## src/rtl/fp_pkg.sv

```systemverilog
// Shared definitions for the sequential floating-point divider: FSM encoding,
// binary32 constants and a zero-detect helper.
`timescale 1ns/1ps
package fp_pkg;

    typedef enum logic [1:0] {
        IDLE = 2'd0,
        CALC = 2'd1,
        NORM = 2'd2
    } div_state_e;

    localparam logic [7:0] FP_BIAS   = 8'd127;
    localparam int         DIV_ITER  = 25;
    localparam logic [7:0] EXP_INF   = 8'hFF;
    localparam logic [4:0] LAST_ITER = 5'(DIV_ITER - 1);

    // Magnitude bits only: both +0 and -0 count as zero.
    function automatic logic is_zero(input logic [30:0] mag);
        return (mag == 31'd0);
    endfunction

endpackage

```

## src/rtl/normalize_div.sv

```systemverilog
// Combinational normalize stage for the divider: picks the fraction window
// from the 25-bit quotient and adjusts the exponent when q lies below 1.0.
`timescale 1ns/1ps
module normalize_div (
    input  logic [24:0] q,
    input  logic [7:0]  Etmp,
    output logic [22:0] Fraction,
    output logic [7:0]  Exponent
);

    // Quotient is in (0.5, 2): either the integer bit is set or the next one is.
    always_comb begin
        Fraction = 23'd0;
        Exponent = 8'd0;
        if (q[24]) begin
            Fraction = q[23:1];
            Exponent = Etmp;
        end else begin
            Fraction = q[22:0];
            Exponent = Etmp - 8'd1;
        end
    end

endmodule

```

## src/rtl/divide_fp.sv

```systemverilog
// Sequential binary32 divider: 25-step restoring division of the significands
// followed by one normalize cycle; truncating, wrapping 8-bit exponent.
`timescale 1ns/1ps
module divide_fp
    import fp_pkg::*;
(
    input  logic        clk,
    input  logic        rst_n,
    input  logic        in_valid,
    output logic        in_ready,
    input  logic [31:0] InA,
    input  logic [31:0] InB,
    output logic        out_valid,
    output logic [31:0] Out,
    output logic        div_by_zero
);

    div_state_e  r_state;
    div_state_e  w_state_next;
    logic [4:0]  r_cnt;
    logic        r_sign;
    logic [7:0]  r_etmp;
    logic [23:0] r_mb;
    logic [24:0] r_rem;
    logic [24:0] r_q;
    logic        r_za;
    logic        r_zb;
    logic [31:0] r_out;
    logic        r_dbz;
    logic        r_out_valid;
    logic        r_in_ready;

    logic        w_ge;
    logic [24:0] w_diff;
    logic [24:0] w_rem_next;
    logic [24:0] w_q_next;
    logic [22:0] w_frac;
    logic [7:0]  w_exp;
    logic [31:0] w_out_next;
    logic        w_dbz_next;

    // State register.
    always_ff @(posedge clk or negedge rst_n) begin
        if (!rst_n) begin
            r_state <= IDLE;
        end else begin
            r_state <= w_state_next;
        end
    end

    // Next-state logic.
    always_comb begin
        w_state_next = r_state;
        case (r_state)
            IDLE: begin
                if (in_valid) begin
                    w_state_next = CALC;
                end else begin
                    w_state_next = IDLE;
                end
            end
            CALC: begin
                if (r_cnt == LAST_ITER) begin
                    w_state_next = NORM;
                end else begin
                    w_state_next = CALC;
                end
            end
            NORM:    w_state_next = IDLE;
            default: w_state_next = IDLE;
        endcase
    end

    // One restoring step; the remainder stays below 2*MB so 25 bits suffice.
    always_comb begin
        w_ge       = (r_rem >= {1'b0, r_mb});
        w_diff     = r_rem;
        w_q_next   = {r_q[23:0], 1'b0};
        if (w_ge) begin
            w_diff   = r_rem - {1'b0, r_mb};
            w_q_next = {r_q[23:0], 1'b1};
        end else begin
            w_diff   = r_rem;
            w_q_next = {r_q[23:0], 1'b0};
        end
        w_rem_next = w_diff << 1;
    end

    normalize_div u_normalize (
        .q        (r_q),
        .Etmp     (r_etmp),
        .Fraction (w_frac),
        .Exponent (w_exp)
    );

    // Special-case mux: a zero divisor wins over a zero dividend.
    always_comb begin
        w_out_next = {r_sign, w_exp, w_frac};
        w_dbz_next = 1'b0;
        if (r_zb) begin
            w_out_next = {r_sign, EXP_INF, 23'd0};
            w_dbz_next = 1'b1;
        end else if (r_za) begin
            w_out_next = 32'd0;
            w_dbz_next = 1'b0;
        end else begin
            w_out_next = {r_sign, w_exp, w_frac};
            w_dbz_next = 1'b0;
        end
    end

    // Operand capture, iteration datapath and result registers.
    always_ff @(posedge clk or negedge rst_n) begin
        if (!rst_n) begin
            r_cnt       <= 5'd0;
            r_sign      <= 1'b0;
            r_etmp      <= 8'd0;
            r_mb        <= 24'd0;
            r_rem       <= 25'd0;
            r_q         <= 25'd0;
            r_za        <= 1'b0;
            r_zb        <= 1'b0;
            r_out       <= 32'd0;
            r_dbz       <= 1'b0;
            r_out_valid <= 1'b0;
            r_in_ready  <= 1'b1;
        end else begin
            r_out_valid <= (r_state == NORM);
            r_in_ready  <= (w_state_next == IDLE);
            case (r_state)
                IDLE: begin
                    if (in_valid) begin
                        r_sign <= InA[31] ^ InB[31];
                        r_etmp <= InA[30:23] - InB[30:23] + FP_BIAS;
                        r_mb   <= {1'b1, InB[22:0]};
                        r_rem  <= {2'b01, InA[22:0]};
                        r_q    <= 25'd0;
                        r_za   <= is_zero(InA[30:0]);
                        r_zb   <= is_zero(InB[30:0]);
                        r_cnt  <= 5'd0;
                    end else begin
                        r_cnt  <= 5'd0;
                    end
                end
                CALC: begin
                    r_rem <= w_rem_next;
                    r_q   <= w_q_next;
                    if (r_cnt == LAST_ITER) begin
                        r_cnt <= 5'd0;
                    end else begin
                        r_cnt <= r_cnt + 5'd1;
                    end
                end
                NORM: begin
                    r_out <= w_out_next;
                    r_dbz <= w_dbz_next;
                end
                default: begin
                    r_cnt <= 5'd0;
                end
            endcase
        end
    end

    assign in_ready    = r_in_ready;
    assign out_valid   = r_out_valid;
    assign Out         = r_out;
    assign div_by_zero = r_dbz;

endmodule

```

## config.mk

```make
export PLATFORM = sky130hd
export DESIGN_NAME = divide_fp
export DESIGN_NICKNAME = d
export VERILOG_FILES = /design/src/rtl/fp_pkg.sv /design/src/rtl/normalize_div.sv /design/src/rtl/divide_fp.sv
export SDC_FILE = /design/constraint.sdc
export NUM_CORES = 1
export LEC_CHECK = 0
export BUFFER_PORTS_ARGS = -buffer_cell sky130_fd_sc_hd__buf_2
export CELL_PAD_IN_SITES_DETAIL_PLACEMENT = 0
export CELL_PAD_IN_SITES_GLOBAL_PLACEMENT = 1
export CORE_UTILIZATION = 40
export DETAILED_ROUTE_END_ITERATION = 8
export PLACE_DENSITY_LB_ADDON = 0.1
export SLEW_MARGIN = 20
export SYNTH_ARGS = -nofsm -noshare
export SYNTH_HDL_FRONTEND = slang
export SYNTH_HIERARCHICAL = 1
export SYNTH_SLANG_ARGS = --single-unit
```

## constraint.sdc

```tcl
create_clock -name clk -period 2.6 [get_ports clk]
set_input_delay 0 -clock clk [delete_from_list [all_inputs] [get_ports clk]]
set_output_delay 0 -clock clk [all_outputs]
set_load 0.005 [all_outputs]
```

==> results by group, run 1 <==
Status
  • Status: finished, violations left
  • Violated checks: hold timing, setup timing

Floorplanning
  • Die Wd: 135 um
  • Die area: 18200 um^2
  • Core footprint: 17200 um^2
  • Initial Util: 0.410
  • Chip height: 135 um
  • # IOs: 102
  • FP Rows: 48

Synth
  • Area contributors post-synth: dfrtp_1 (45%), ha_1 (7.1%), a22o_1 (6.1%)
  • Post-synthesis async set-or-reset flop share: 1.00
  • Average size of a mapped cell: 9.66 um^2
  • Mapped Cells: 731
  • Synth area leader: dfrtp_1
  • Number of enable flip-flop cells after synthesis: 0
  • Yosys Warn Count: 6
  • Sequential-to-total area share from yosys stat: 0.450
  • Synth Register Bits: 127
  • Synth Flop Type: dfrtp_1
  • Syn Nets: 840
  • Synth cell types: 63
  • Cell area after synthesis: 7060 um^2
  • Top cell type's share of synthesized area: 0.447

Job
  • Maxcap violations: 0

Hold path
  • Hold Crit Endpoint: r_za
  • Hold_sp: InA[26]
  • Hold Path Depth: 5
  • Worst hold path class: in -> reg

Routing
  • Final WL: 19300 um
  • WL/cell: 16.2 um
  • Final ANT Viol Nets: 0
  • Initial drt markers: 294
  • DR vias/cell: 5.26
  • First-pass DRT Iterations: 5
  • Routed vias: 6270
  • Residual DRC: 0

Timing
  • Worst-margin pin slew: 851 ps
  • Period utilization: 1.04
  • Fin. Hold Viols: 1
  • Max Slew Vio Count: 0
  • Final WS setup: -114 ps
  • RSZ-0062 raised after global routing: true
  • Worst Clk Skew: 9.39 ps
  • Fmax: 368 MHz
  • Final count of negative-setup-slack endpoints: 11
  • Min Clock Period, post-route: 2710 ps
  • Hold Worst Slack: -3.58 ps
  • Rel. slew slack: 0.431

Place
  • Port Buf Inserts: 101
  • DP HPWL: 13700 um
  • Placed Area: 8300 um^2
  • Final GP Congestion: 0.871

Global routing
  • Vias in the first global route: 6361
  • GRT Residual Overflow: 0
  • Pin count of the biggest net entering global routing: 60
  • Initial antenna violation count: 0
  • Overall routing resource usage: 0.222
  • Global-route wire length before repair: 31400 um

Finish
  • Commonest non-fill, non-tap cell in the layout: dfrtp_1
  • Area Growth Syn to Fin: 39.8%
  • Final Net Count: 1064
  • FF+latch area: 3180 um^2
  • Most frequent cells in the layout: dfrtp_1 (126), buf_2 (100), nand2_1 (91)
  • Diodes inserted: 0
  • Share of post-route cells with drive strength above 1: 0.321
  • FILL cells: 1569
  • Multi-input combinational cell area: 3880 um^2
  • Final Instance Area: 9870 um^2

Worst setup path
  • Crit Path Class: reg -> reg
  • Worst setup EP type: flop
  • Critical path arrival: 3020 ps
  • Setup slack, reg-to-reg: -110 ps
  • Reg2reg end: r_rem[21]
  • Max FO, Critical Path: 3
  • CP required: 2900 ps
  • Worst setup SP type: flop
  • RR Startpoint: r_rem[0]
  • R2R cell count: 14

Clock tree
  • CTS root buf: clkbuf_16
  • CTS H-tree lvls: 4
  • CTS tree: built
  • Clk slew on worst S/H paths: 60 ps
  • CTS Buffer Depth: 2
  • TritonCTS buffer count: 17
  • Skew-Pair Late Insertion Delay: 420 ps
  • Clk sinks: 127

Pwr
  • Power Density: 1460 nW/um^2
  • Leak pwr: 0.00465 uW
  • Worst IR Drop VDD: 0.746 mV
-- worst max-delay path, stage by stage, from the launching register on --
cell and delay, ps:
dfrtp_1 400, inv_2 90, ha_4 130, inv_2 40
fa_2 350, a211oi_2 280, nor2_1 100, o41a_1 390
a21oi_4 200, buf_6 120, nor3_2 30, o22ai_1 160
xnor2_1 90, mux2i_1 140, o21ai_1 80
-- final cells by class --
class | count | area share
multi-input cells | 524 | 0.393
flip-flops and latches | 127 | 0.322
repair buffers | 240 | 0.179
clock buffers | 18 | 0.0445
inverters | 45 | 0.0171
clock inverters | 14 | 0.0158
well taps | 225 | 0.0285
-- worst max path at each step --
stage	startpoint	endpoint	slack (ps)	cells past startpoint
6_report	r_rem[0]	r_rem[21]	-110	14
5_1_grt	r_rem[0]	r_rem[21]	-240	14
4_1_cts	r_rem[0]	r_rem[15]	-160	13
3_5_place_dp	r_rem[0]	r_rem[15]	-270	13
3_3_place_gp	r_rem[0]	r_rem[15]	-240	13
2_1_floorplan	r_rem[0]	r_rem[23]	9	13
-- state kept, by name, indices dropped and copies added (netlist names) --
name and count:
Out 32, r_q 25, r_rem 25, r_mb 24, r_etmp 8, r_cnt 5
r_state 2, div_by_zero 1, in_ready 1, out_valid 1, r_sign 1, r_za 1
r_zb 1
-- where the power goes --
group | leakage, uW | internal [uW] | total [uW] | switching (uW)
Combinational | 0.00276 | 4400 | 8650 | 4260
Sequential | 0.00161 | 2780 | 3370 | 595
Clock | 0.000285 | 1450 | 2390 | 937
-- Yosys cell counts, types with 2 or more instances --
cell type  instances
nor3_1            11
inv_1             40
xor2_1            16
fa_1               2
o22ai_1           11
clkbuf_1          27
xnor2_1           17
a21oi_1           45
nor4_1            14
mux2i_1            3
o31ai_1            2
a21o_1             9
nor2_1            39
nand2_1           92
mux2_2            23
o21ai_1           50
dfrtp_1          126
nand3_1            8
o211ai_1           2
o21a_1             4
a22oi_1            4
and3_1             4
o22a_1             3
a31oi_1            4
o21ai_0           24
buf_2              5
inv_2              4
a221o_1            3
a211oi_1           5
o21bai_1           2
ha_1              40
a221oi_1           2
nand4_1            7
a22o_1            49
or3_1              2
nand2b_1           3
nor2b_1            2
nor4_4             2
-- kinds of logic (layout without fill, tap and decap cells) --
| family | after synthesis | after routing | share of synthesized area |
|---|---|---|---|
| AO/OA/AOI/OAI | 233 | 233 | 0.221 |
| AND/OR/NAND/NOR | 190 | 190 | 0.125 |
| flip-flops | 127 | 127 | 0.450 |
| buffers and inverters | 80 | 317 | 0.0450 |
| adder cells (fa/ha/maj) | 42 | 42 | 0.0766 |
| XOR/XNOR | 33 | 33 | 0.0409 |
| multiplexers | 26 | 26 | 0.0409 |
-- per-layer routing --
| layer | GRT usage | up-vias | wire, um |
|---|---|---|---|
| li1 | - | 3111 | - |
| met1 | 0.281 | 3004 | 8880 |
| met2 | 0.366 | 129 | 9300 |
| met3 | 0.0507 | 26 | 743 |
| met4 | 0.0886 | 0 | 394 |
| met5 | 0 | - | 0 |
-- what timing repair did --
| item | 4_1_cts | 5_1_grt |
|---|---|---|
| endpoints found under the setup margin | 24 | 25 |
| endpoints found under the hold margin | 104 | 0 |
| gates resized for setup | 23 | 52 |
| setup buffers | 6 | 11 |
| pin swaps | 26 | 40 |
| gates cloned | 1 | 0 |
| hold buffers | 53 | 0 |
-- stage by stage --
stage	std cells	util	setup TNS, ps	total power [uW]	worst slack (ps)
3_3_place_gp	1092	0.482	-1290	10500	-244
3_5_place_dp	1092	0.482	-2450	10600	-274
6_report	1193	0.573	-738	14400	-114
2_1_floorplan	731	-	0	8140	9.27
5_1_grt	1193	0.573	-3050	15500	-235
4_1_cts	1184	0.555	-867	13500	-162
Note: power is estimated with default switching activity, not from simulation.
==> run 2, diff against run 1 <==
CORE_UTILIZATION = 41   (was 40)
CTS_BUF_LIST = sky130_fd_sc_hd__clkbuf_4 sky130_fd_sc_hd__clkbuf_8   (was unset)
==> run 2 against run 1 <==
Compared with the run above: the flow finishes with violations (setup timing); global-route usage is 1.3 points higher; wire length is 3.3% higher; final cell count shrank 0.67%; sequential share of layout area grew 0.92 points; sequential power hardly changed; power fell by 5.8%; non-clock buffer count down 3; register-to-register slack lost 30 ps; utilization increased by 0.20 points; combinational power decreased by 0.7%; setup slack worse by 34 ps; critical path depth decreased by 2; highest routed layer unchanged.
==> results by group, run 2 (synthesized netlist as in run 1, its figures left out) <==
Routing
  • Met1 WL: 8860 um (-0.20%)
  • Routed vias: 6391 (+1.9%)
  • Final WL: 20000 um (+3.3%)
  • DR vias/cell: 5.39 (+2.6%)
  • WL/cell: 16.8 um (+4.0%)
  • First-pass DRT Iterations: 5 (unchanged)
  • Final ANT Viol Nets: 0 (unchanged)
  • Wire length on met2: 9860 um (+5.9%)
  • Residual DRC: 0 (unchanged)
  • Metal3 WL: 716 um (-3.6%)
  • Top Metal Used: met4
  • Initial drt markers: 279 (-5.1%)

Worst setup path
  • Crit Path Class: reg -> reg
  • Worst-path cell chain: inv_2 > ha_4 > nor2b_4 > o31a_1 > o221ai_2 > a21o_2 > o221ai_4 > a211oi_4 > buf_6 > buf_8 > o31ai_2 > a221o_1
  • Max FO, Critical Path: 7 (+4)
  • CP Buf/Inv Count: 3 (unchanged)
  • Slowest stage delay, CP: 380 ps (-20 ps)
  • Crit-path leading delay family: compound AO/OA/AOI/OAI gates
  • Worst setup EP type: flop
  • Reg2reg end: r_rem[8]
  • Worst setup SP type: flop
  • CP required: 2940 ps (+40 ps)
  • Setup slack, reg-to-reg: -150 ps (-30 ps)
  • Stages on worst setup path: 12 (-2)
  • Critical path arrival: 3090 ps (+70 ps)
  • Critical path's slowest cell: dfrtp_1
  • RR Startpoint: r_mb[1]
  • R2R cell count: 12 (-2)

Clock tree
  • CTS Buffer Depth: 2 (unchanged)
  • Skew-Pair Late Insertion Delay: 460 ps (+40 ps)
  • CTS root buf: clkbuf_8
  • TritonCTS buffer count: 17 (unchanged)
  • Clk slew on worst S/H paths: 90 ps (+30 ps)
  • Clk sinks: 127 (unchanged)
  • CTS tree: built
  • CTS H-tree lvls: 4 (unchanged)

Global routing
  • Overall routing resource usage: 0.235 (+0.0132)
  • Vias in the first global route: 6547 (+2.9%)
  • GRT Residual Overflow: 0 (unchanged)
  • Pin count of the biggest net entering global routing: 51 (-15%)
  • Global-route wire length before repair: 32500 um (+3.5%)
  • Initial antenna violation count: 0 (unchanged)

Hold path
  • Worst hold path class: in -> reg
  • Hold Crit Endpoint: r_rem[16]
  • Hold_sp: InA[16]
  • Hold Path Depth: 4 (-1)

Floorplanning
  • Die area: 17700 um^2 (-2.4%)
  • Chip height: 133 um (-1.2%)
  • Core footprint: 16700 um^2 (-3.1%)
  • Die Wd: 133 um (-1.2%)
  • FP Rows: 47 (-2.1%)
  • Initial Util: 0.423 (+0.0131)
  • # IOs: 102 (unchanged)

Finish
  • Multi-input combinational cell area: 3880 um^2 (unchanged)
  • Final Net Count: 1061 (-0.28%)
  • Commonest non-fill, non-tap cell in the layout: dfrtp_1
  • FILL cells: 1493 (-4.8%)
  • Area Growth Syn to Fin: 35.9%
  • FF+latch area: 3180 um^2 (unchanged)
  • Finished Layout Cells: 1185 (-0.67%)
  • Diodes inserted: 0 (unchanged)
  • Final core area utilization: 0.575 (+0.00195)
  • Max reg flops: 32 (unchanged)
  • Final Instance Area: 9600 um^2 (-2.8%)
  • Most frequent cells in the layout: dfrtp_1 (126), buf_2 (100), nand2_1 (90)
  • Share of post-route cells with drive strength above 1: 0.317 (-0.00418)

Pwr
  • Switching Power: 5810 uW (+0.40%)
  • Internal Power: 7770 uW (-9.9%)
  • Power Density: 1420 nW/um^2 (-3.1%)
  • Clock group share of total power: 0.118 (-0.048)
  • Logic pwr share: 0.632 (+0.032)
  • Sequential power share: 0.249 (+0.015)
  • Worst IR Drop VDD: 0.859 mV (+15%)
  • Switch share: 0.428 (+0.0263)
  • Leak pwr: 0.00450 uW (-3.2%)

Timing
  • Rel. slew slack: 0.473 (+0.0420)
  • Worst-margin pin slew: 788 ps (-62.9 ps)
  • Min Clock Period, post-route: 2750 ps (+34.0 ps)
  • Max Slew Vio Count: 0 (unchanged)
  • RSZ-0062 raised after global routing: true
  • Period utilization: 1.06 (+0.0131)
  • Worst Clk Skew: 15.5 ps (+6.13 ps)
  • Final WS setup: -148 ps (-34.0 ps)
  • Fmax: 364 MHz (-1.2%)
  • Hold Worst Slack: 42.2 ps (+45.7 ps)
  • Final count of negative-setup-slack endpoints: 18 (+7)
  • Fin. Hold Viols: 0 (-1)

Place
  • Placed Cells: 1076 (-1.5%)
  • DP HPWL: 13700 um (+0.39%)
  • Placed Area: 8190 um^2 (-1.4%)
  • Final GP Congestion: 0.937 (+7.6%)
  • Port Buf Inserts: 101 (unchanged)

Status
  • Status: finished, violations left
  • Violated checks: setup timing

Job
  • Maxcap violations: 0 (unchanged)
[run 2: cell types whose count changed in the layout (fill, tap and decap cells not counted), moves of 3 or more]
cell,delta
o21ai_2,-3
ha_1,-3
clkbuf_16,-17
o21ai_1,+4
clkbuf_8,+16
inv_8,+3
buf_4,-4
[run 2: power by group through the flow]
stage	Combinational (uW)	Sequential, uW	Clock, uW
global placement	6830	3360	0
global route	9410	3500	1740
detailed placement	6930	3390	0
CTS	7610	3360	1660
finish	8590	3390	1610
floorplan	4900	3250	0
[run 2: worst reg2reg max path: stages (launching register included)]
cell      delay (ps)
dfrtp_1          380
inv_2             80
ha_4             200
nor2b_4          120
o31a_1           320
o221ai_2         210
a21o_2           200
o221ai_4         130
a211oi_4         330
buf_6            170
buf_8            130
o31ai_2           80
a221o_1          290
[run 2: metrics by stage]
| step | setup WS, ps | power (uW) | TNS [ps] |
|---|---|---|---|
| 2_1_floorplan | 9.27 | 8140 | 0 |
| 3_3_place_gp | -146 | 10200 | -898 |
| 3_5_place_dp | -172 | 10300 | -1410 |
| 4_1_cts | -156 | 12600 | -628 |
| 5_1_grt | -226 | 14700 | -3400 |
| 6_report | -148 | 13600 | -1120 |
[run 2: what timing repair did]
action,in CTS,in global routing
gates resized for setup,24,52
gates cloned,1,0
hold buffers,56,0
hold endpoints to repair,154,0
setup buffers,16,12
endpoints found under the setup margin,18,26
pin swaps,28,42
[run 2: worst max-delay path by stage]
stage / to / startpoint / slack (ps)
4_1_cts: r_rem[23] / r_rem[0] / -160
3_5_place_dp: r_rem[17] / r_rem[0] / -170
5_1_grt: r_rem[8] / r_mb[1] / -230
2_1_floorplan: r_rem[23] / r_rem[0] / 9
6_report: r_rem[8] / r_mb[1] / -150
3_3_place_gp: r_rem[15] / r_rem[0] / -150
[run 2: area by class of cell]
type,count,share of cell area
clock inverter,15,0.0134
inverter,45,0.0176
sequential,127,0.331
clock buffer,17,0.0244
multi-input combinational,524,0.404
timing repair buffer,237,0.180
tap,220,0.0287
[run 2: metal layers]
metal | vias up | global-route usage
met2 | 151 | 0.403
met4 | 0 | 0.0953
met1 | 3119 | 0.296
met5 | - | 0
met3 | 44 | 0.0381
li1 | 3077 | -
==> run 3, diff against run 2 <==
CORE_ASPECT_RATIO = 1.1   (was unset)
==> run 3 against run 2 <==
Compared with the run above: clock skew increased by 0.84 ps; maximum frequency grew 2.9%; global-route usage is 0.34 points lower; clock-buffer cell count did not move; critical endpoint is now r_rem[7]; non-clock buffer count shrank 2; largest power group unchanged; sequential power barely moved; worst hold slack got worse by 18 ps; the flow still finishes with violations (setup timing); clock power increased by 25%.
==> results by group, run 3 (synthesized netlist as in run 1, its figures left out) <==
Clock tree
  • CTS H-tree lvls: 4 (unchanged)
  • Skew-Pair Late Insertion Delay: 450 ps (about the same)
  • TritonCTS buffer count: 17 (unchanged)
  • CTS tree: built
  • CTS Buffer Depth: 2 (unchanged)
  • Clk slew on worst S/H paths: 90 ps (about the same)
  • CTS root buf: clkbuf_8
  • Clk sinks: 127 (unchanged)

Floorplanning
  • FP Rows: 49 (+4.3%)
  • Initial Util: 0.425 (+0.00220)
  • Die area: 17700 um^2 (about the same)
  • Chip height: 140 um (+4.8%)
  • # IOs: 102 (unchanged)
  • Core footprint: 16600 um^2 (-0.52%)
  • Die Wd: 127 um (-4.6%)

Timing
  • Fin. Hold Viols: 0 (unchanged)
  • Max Slew Vio Count: 0 (unchanged)
  • Final count of negative-setup-slack endpoints: 17 (-1)
  • Setup TNS: -657 ps (+464 ps)
  • Final WS setup: -70.3 ps (+78.0 ps)
  • Worst-margin pin slew: 732 ps (-56.5 ps)
  • Rel. slew slack: 0.511 (+0.0377)
  • Fmax: 374 MHz (+2.9%)
  • RSZ-0062 raised after global routing: true
  • Min Clock Period, post-route: 2670 ps (-78.0 ps)
  • Worst Clk Skew: 16.4 ps (+0.835 ps)
  • Period utilization: 1.03 (-0.0300)

Finish
  • Share of post-route cells with drive strength above 1: 0.299 (-0.0180)
  • Final core area utilization: 0.580 (+0.00502)
  • Max reg flops: 32 (unchanged)
  • Area Growth Syn to Fin: 36.4%
  • Diodes inserted: 0 (unchanged)
  • Most frequent cells in the layout: dfrtp_1 (126), buf_2 (100), nand2_1 (91)
  • Final Net Count: 1059 (-0.19%)
  • Commonest non-fill, non-tap cell in the layout: dfrtp_1

Routing
  • Routed vias: 6332 (-0.92%)
  • Initial drt markers: 284 (+1.8%)
  • Residual DRC: 0 (unchanged)
  • WL/cell: 16.5 um (-1.9%)
  • DR vias/cell: 5.31 (-1.5%)
  • Final ANT Viol Nets: 0 (unchanged)
  • Final WL: 19700 um (-1.3%)
  • First-pass DRT Iterations: 4 (-1)

Place
  • DP HPWL: 13700 um (-0.24%)
  • Port Buf Inserts: 101 (unchanged)
  • Final GP Congestion: 0.906 (-3.3%)

Global routing
  • GRT Residual Overflow: 0 (unchanged)
  • Global-route wire length before repair: 32200 um (-0.89%)
  • Vias in the first global route: 6327 (-3.4%)
  • Overall routing resource usage: 0.232 (-0.00342)
  • Pin count of the biggest net entering global routing: 56 (+9.8%)
  • Initial antenna violation count: 0 (unchanged)

Pwr
  • Worst IR Drop VDD: 0.779 mV (-9.2%)
  • Power Density: 1410 nW/um^2 (-0.17%)
  • Leak pwr: 0.00455 uW (+1.2%)

Worst setup path
  • Crit Path Class: reg -> reg
  • Max FO, Critical Path: 6 (-1)
  • Critical path arrival: 3000 ps (-90 ps)
  • Critical path's slowest cell: dfrtp_1
  • Worst-path cell chain: inv_2 > ha_4 > nor2b_4 > o31a_1 > o221ai_2 > a21o_2 > o221ai_4 > a211oi_4 > buf_6 > o21ai_2 > a221o_1
  • Worst setup SP type: flop
  • Slowest stage delay, CP: 380 ps (about the same)
  • CP required: 2930 ps (about the same)
  • Worst setup EP type: flop

Status
  • Violated checks: setup timing
  • Status: finished, violations left

Hold path
  • Worst hold path class: in -> reg

Job
  • Maxcap violations: 0 (unchanged)
## run 3: where the power goes
group | internal, uW | switching [uW]
Sequential | 2770 | 612
Combinational | 4120 | 4090
Clock | 1080 | 924
Total | 7980 | 5630
## run 3: cell type report
| class | instances | area [um^2] |
|---|---|---|
| clock buffer | 17 | 234 |
| fill | 1456 | 6980 |
| sequential | 127 | 3180 |
| multi-input combinational | 524 | 3810 |
| inverter | 45 | 169 |
| clock inverter | 15 | 224 |
| timing repair buffer | 235 | 1730 |
| tap | 229 | 287 |
## run 3: worst max-delay path, delay by kind of cell (launching register included)
kind	cells	cell delay (ps)
compound gates	7	1570
simple gates	1	120
flops	1	380
buf+inv	2	280
fa+ha+maj	1	200
## run 3: routing by layer
layer,vias up,global-route usage,share of wire
met1,3061,0.293,0.44
met4,0,0.0689,0.019
met2,132,0.408,0.51
li1,3112,-,-
met5,-,0,0
met3,27,0.0338,0.031
## run 3: per-stage QoR
step           area, um^2  hold slack [ps]  total power [uW]  setup slack (ps)  instances
6_report             9630             24.5             13600             -70.3       1192
5_1_grt              9630             54.9             14600              -177       1192
4_1_cts              9530             4.98             13300              -136       1191
3_5_place_dp         8250             80.3             10500              -162       1090
3_3_place_gp         8250             73.9             10400              -165       1090
2_1_floorplan        7070             -296              8140              9.27        731
## run 3: final timing paths
check / from / end / slack [ps] / cells after the start
min in group asynchronous: rst_n / Out[26] / 130 / 2
min reg2reg: r_mb[23] / r_mb[23] / 450 / 2
max: r_mb[1] / r_rem[7] / -70 / 11
min: InA[16] / r_rem[16] / 20 / 4
max in group asynchronous: rst_n / Out[15] / 1690 / 3
max reg2reg: r_mb[1] / r_rem[7] / -70 / 11
## run 3: timing repair
item,CTS,global route
setup buffers,10,4
endpoints found under the hold margin,94,0
cloned,3,0
pin swaps,24,29
hold buffers,56,0
resized for setup,28,28
setup endpoints to repair,24,25
